**src/rtl/alu_pkg.sv**
```systemverilog
// Shared opcode definitions and small decode helpers for the ALU and its bench.
package alu_pkg;

    localparam int unsigned DataWidth = 32;
    localparam int unsigned OpWidth   = 6;

    typedef enum logic [OpWidth-1:0] {
        OpAnd = 6'b000000,
        OpOr  = 6'b000001,
        OpAdd = 6'b000010,
        OpSub = 6'b000110,
        OpSlt = 6'b000111,
        OpNor = 6'b001100
    } alu_op_e;

    // SUB and SLT both need A - B from the shared adder.
    function automatic logic op_uses_sub(input logic [OpWidth-1:0] op);
        return (op == OpSub) || (op == OpSlt);
    endfunction

endpackage

```
**src/rtl/alu_addsub.sv**
```systemverilog
// Shared two's-complement adder/subtractor with signed-overflow detection.
module alu_addsub
    import alu_pkg::*;
(
    input  logic [DataWidth-1:0] A,
    input  logic [DataWidth-1:0] B,
    input  logic                 sub,
    output logic [DataWidth-1:0] result,
    output logic                 ovf
);

    logic [DataWidth-1:0] b_eff;

    always_comb begin
        b_eff  = sub ? ~B : B;
        result = A + b_eff + {{(DataWidth-1){1'b0}}, sub};
        // Overflow when the effective operands agree in sign but the result does not.
        ovf    = (A[DataWidth-1] == b_eff[DataWidth-1]) &&
                 (result[DataWidth-1] != A[DataWidth-1]);
    end

endmodule

```
**src/rtl/alu.sv**
```systemverilog
// Single-cycle-latency ALU: combinational result mux feeding three output registers.
module alu
    import alu_pkg::*;
(
    input  logic                 clk,
    input  logic                 rst_n,
    input  logic [OpWidth-1:0]   ALUCont,
    input  logic [DataWidth-1:0] A,
    input  logic [DataWidth-1:0] B,
    output logic [DataWidth-1:0] ALUResult,
    output logic                 zero,
    output logic                 ovf
);

    logic [DataWidth-1:0] as_result;
    logic                 as_ovf;
    logic                 as_sub;

    logic [DataWidth-1:0] result_d, result_q;
    logic                 zero_d, zero_q;
    logic                 ovf_d, ovf_q;

    assign as_sub = op_uses_sub(ALUCont);

    alu_addsub u_addsub (
        .A      (A),
        .B      (B),
        .sub    (as_sub),
        .result (as_result),
        .ovf    (as_ovf)
    );

    always_comb begin
        result_d = '0;
        ovf_d    = 1'b0;
        unique case (ALUCont)
            OpAnd: result_d = A & B;
            OpOr:  result_d = A | B;
            OpNor: result_d = ~(A | B);
            OpAdd: begin
                result_d = as_result;
                ovf_d    = as_ovf;
            end
            OpSub: begin
                result_d = as_result;
                ovf_d    = as_ovf;
            end
            // Sign of A - B corrected by overflow gives the true signed comparison.
            OpSlt: result_d = {{(DataWidth-1){1'b0}}, as_result[DataWidth-1] ^ as_ovf};
            default: ;
        endcase
        zero_d = (result_d == '0);
    end

    always_ff @(posedge clk or negedge rst_n) begin
        if (!rst_n) begin
            result_q <= '0;
            zero_q   <= 1'b0;
            ovf_q    <= 1'b0;
        end else begin
            result_q <= result_d;
            zero_q   <= zero_d;
            ovf_q    <= ovf_d;
        end
    end

    assign ALUResult = result_q;
    assign zero      = zero_q;
    assign ovf       = ovf_q;

endmodule

```
**config.mk**
```make
export PLATFORM = sky130hd
export DESIGN_NAME = alu
export DESIGN_NICKNAME = d
export VERILOG_FILES = /design/src/rtl/alu_pkg.sv /design/src/rtl/alu_addsub.sv /design/src/rtl/alu.sv
export SDC_FILE = /design/constraint.sdc
export NUM_CORES = 1
export LEC_CHECK = 0
export CAP_MARGIN = 0
export CELL_PAD_IN_SITES_DETAIL_PLACEMENT = 0
export CELL_PAD_IN_SITES_GLOBAL_PLACEMENT = 2
export CORE_ASPECT_RATIO = 1.25
export CORE_MARGIN = 2
export CORE_UTILIZATION = 29
export DETAILED_ROUTE_END_ITERATION = 10
export PLACE_DENSITY_LB_ADDON = 0.1
export SYNTH_ARGS = -nofsm -noshare
export SYNTH_HDL_FRONTEND = slang
export SYNTH_SLANG_ARGS = --single-unit
export TNS_END_PERCENT = 30
```
**constraint.sdc**
```tcl
create_clock -name clk -period 0.8 [get_ports clk]
set_clock_uncertainty 0.1 [all_clocks]
set_input_delay 0.12 -clock clk [delete_from_list [all_inputs] [get_ports clk]]
set_output_delay 0.12 -clock clk [all_outputs]
set_load 0.02 [all_outputs]
```
==> results.md <==
- Status: finished with violations
- Failing checks: negative setup slack
- Ys flop type: dfrtp_1
- Number of global-route vias before repair: between 5,000 and 6,000
- CTS Buffer Depth: 2
- Num Clock Sinks: 34
- Max Cap Viol: 0
- Placed insts: about 1,000
- Async SR Flop Fraction: 1.00
- Unrepaired setup endpoints after global routing: yes
- Fmax: ~250 MHz
- First-pass GRT wire length: between 20,000 and 30,000 µm
- Clock transition at path regs: around 60 ps
- # port buffers: approximately 110
- Post-synthesis cell type count: between 60 and 70
- Area grow syn2layout: 93.7%
- Synth Register Bits: 34
- Worst slew pin tran: ~410 ps
- Top cells by count, synth: a21oi_1, xnor2_1, nand2_1, nor3_1, ha_1
- CTS tree: done
- Initial antenna violation count: 0
- Largest net degree at the start of global routing: 35
- Post-Place Worst Slack: -4080 ps
- Min setup slack post-route: -3120 ps
- Pwr/cell area: about 1100 nW/µm²
- Die H: 138 µm
- Final WL: approximately 19,000 µm
- Crit path kind: primary input to register
- YS warnings: 0
- CP startpoint: ALUCont[5]
- Post-synth EDFFs: 0
- Worst vdd rail ir drop: between 700 and 800 µV
- Placed wire-length estimate: ~15,000 µm
- HP Class: primary input to asynchronous set/reset pin
- Drt wl/cell: between 15 and 20 µm
- Die width: 111 µm
- Fraction of layout instances using a drive strength above 1: 0.461
- Main area contributors after synthesis: dfrtp_1, ha_1, xnor2_1
- Grt ovf: 0
- Minimum clock period: a little under 4000 ps
- Fillers: 1,351
- Setup TNS: -75,270 ps
- Rel. slew slack: 0.727
- Mapped Area: between 4000 and 5000 µm²
- I/O pin count: approximately 110
- Endpoints failing setup: 68
- Antenna diodes: 0
- Clk root buf: clkbuf_16
- Synth area leader: dfrtp_1
- Sequential area share after synthesis: 0.204
- Worst setup SP type: primary input
- Initial drt markers: 200
- Final instance area: 8080 µm²
- DRT Pass-1 Iters: 4
- Post-Syn Instances: 528
- Leak Pwr: 3.74 nW
- Final Net Count: ~980
- Total track usage: 0.242
- RePlAce Congestion: approximately 0.90
- Share of the synthesized area in the top cell type: 0.204
- Pins over their slew limit: 0
- Antenna viol nets, final: 0
- Register Area: between 800 and 900 µm²
- Crit path DAT: 4020 ps
- CORE AREA: between 10,000 and 15,000 µm²
- Routed via count: ~5,500
- Final cell count without fillers: approximately 1,100
- Most numerous cell in the Yosys netlist: a21oi_1
- Crit. End Element: register
- Die area: about 15,000 µm²
- H-Tree Depth: 2
- CP Max Fanout: 5
- Area post-placement: around 7300 µm²
- Syn Nets: 636
- Via-to-Cell Ratio: ~5.2
- Hold Vio Cnt, Final: 0
- Core Rows: just under 50
- Final Cycle Share: 4.90
- Inserted Clock Buffers: 5
- Initial Util: 0.293
- Multi-input logic area: 3810 µm²
- # DRC: 0
- Worst EP required: ~900 ps
- Syn_area_per_cell: approximately 7.9 µm²
- Hold_ws: 229 ps
==> registers in the layout (all words and copies together) (netlist names) <==
register,cells
ALUResult,32
ovf,1
zero,1
==> stage by stage <==
stage                      util  power [mW]
after floorplan               -        3.74
after global placement    0.513        6.07
after detailed placement  0.513        6.13
after CTS                 0.547        8.68
after global routing      0.568        9.43
final                     0.568        8.91
==> final cells by class <==
cell class,count,area share
inverters,13,0.00604
clock buffers,7,0.0176
well taps,178,0.0276
flip-flops and latches,34,0.105
repair buffers,366,0.371
multi-input cells,455,0.472
clock inverters,1,0.000619
==> final timing paths <==
kind / endpoint / slack (ps) / cells after the start
max: zero / -3120 / 18
min: ALUResult[20] / 230 / 3
max in group asynchronous: ALUResult[1] / 160 / 3
min in group clk: ALUResult[1] / 380 / 6
==> power by group <==
part / internal (mW) / switching [mW] / leakage [nW] / total [mW]
registers: 1.78 / 0.0266 / 0.469 / 1.81
logic: 2.63 / 2.33 / 3.20 / 4.96
clock network: 1.24 / 0.895 / 0.0739 / 2.14
total: 5.65 / 3.25 / 3.74 / 8.91
==> layer usage <==
layer / wire (µm) / up-vias / global-route usage
met5: 0 / - / 0
met4: 619 / 0 / 0.0864
met3: 584 / 41 / 0.0320
met2: 10000 / 136 / 0.461
met1: 7610 / 2648 / 0.273
li1: - / 2689 / -
==> timing repair <==
action                                  CTS  global route
hold buffers                              1             0
endpoints found under the setup margin   68            68
gates resized for setup                 242            54
buffers inserted                         12             9
pin swaps                                36            20
cloned                                    1             0
endpoints found under the hold margin    34             0
==> critical path, cell delays in order <==
cell and delay, ps:
buf_6 100, nor3_4 220, nand3_4 210, buf_16 210, xnor2_1 120, ha_1 320
and2_1 190, o211ai_1 130, buf_4 180, a2111oi_4 460, nor3_1 90, nand3b_1 280
nor2_2 180, nand4bb_1 210, or4b_4 570, nor4_4 140, nand3_1 130, nor4_2 140
==> cells by family (layout without fill, tap and decap cells) <==
kind of cell	count (synthesis)	count (layout)	share of synthesized area
and+or+nand+nor	181	181	0.224
AOI/OAI and AO/OA	156	156	0.244
adders and majority gates	65	65	0.179
xor gates and xnor gates	50	50	0.105
buffers and inverters	39	387	0.0357
DFF	34	34	0.204
muxes	3	3	0.00750
==> layout by cell type (no fill, tap or decap), types with 5 or more instances in the layout <==
cell type        count
xor2_1               8
a21oi_1             35
maj3_1              29
a21oi_2             12
a21o_1               6
nand3_1              9
nor2b_1              5
a211oi_1             5
o211ai_1             5
inv_1               12
ha_1                28
clkdlybuf4s50_1     64
o21ai_0              8
buf_6               18
nor3_1              35
nand2_1             34
xnor2_1             31
o21bai_1             5
buf_4              241
buf_2               32
dfrtp_1             34
buf_12               5
nand2_2              5
o21ai_1              8
o21ai_2             20
a221o_1             11
clkbuf_16            5
nand4_1             13
xnor2_2              7
ha_4                 6
nor2_1              27
(Power assumes the default switching activity.)
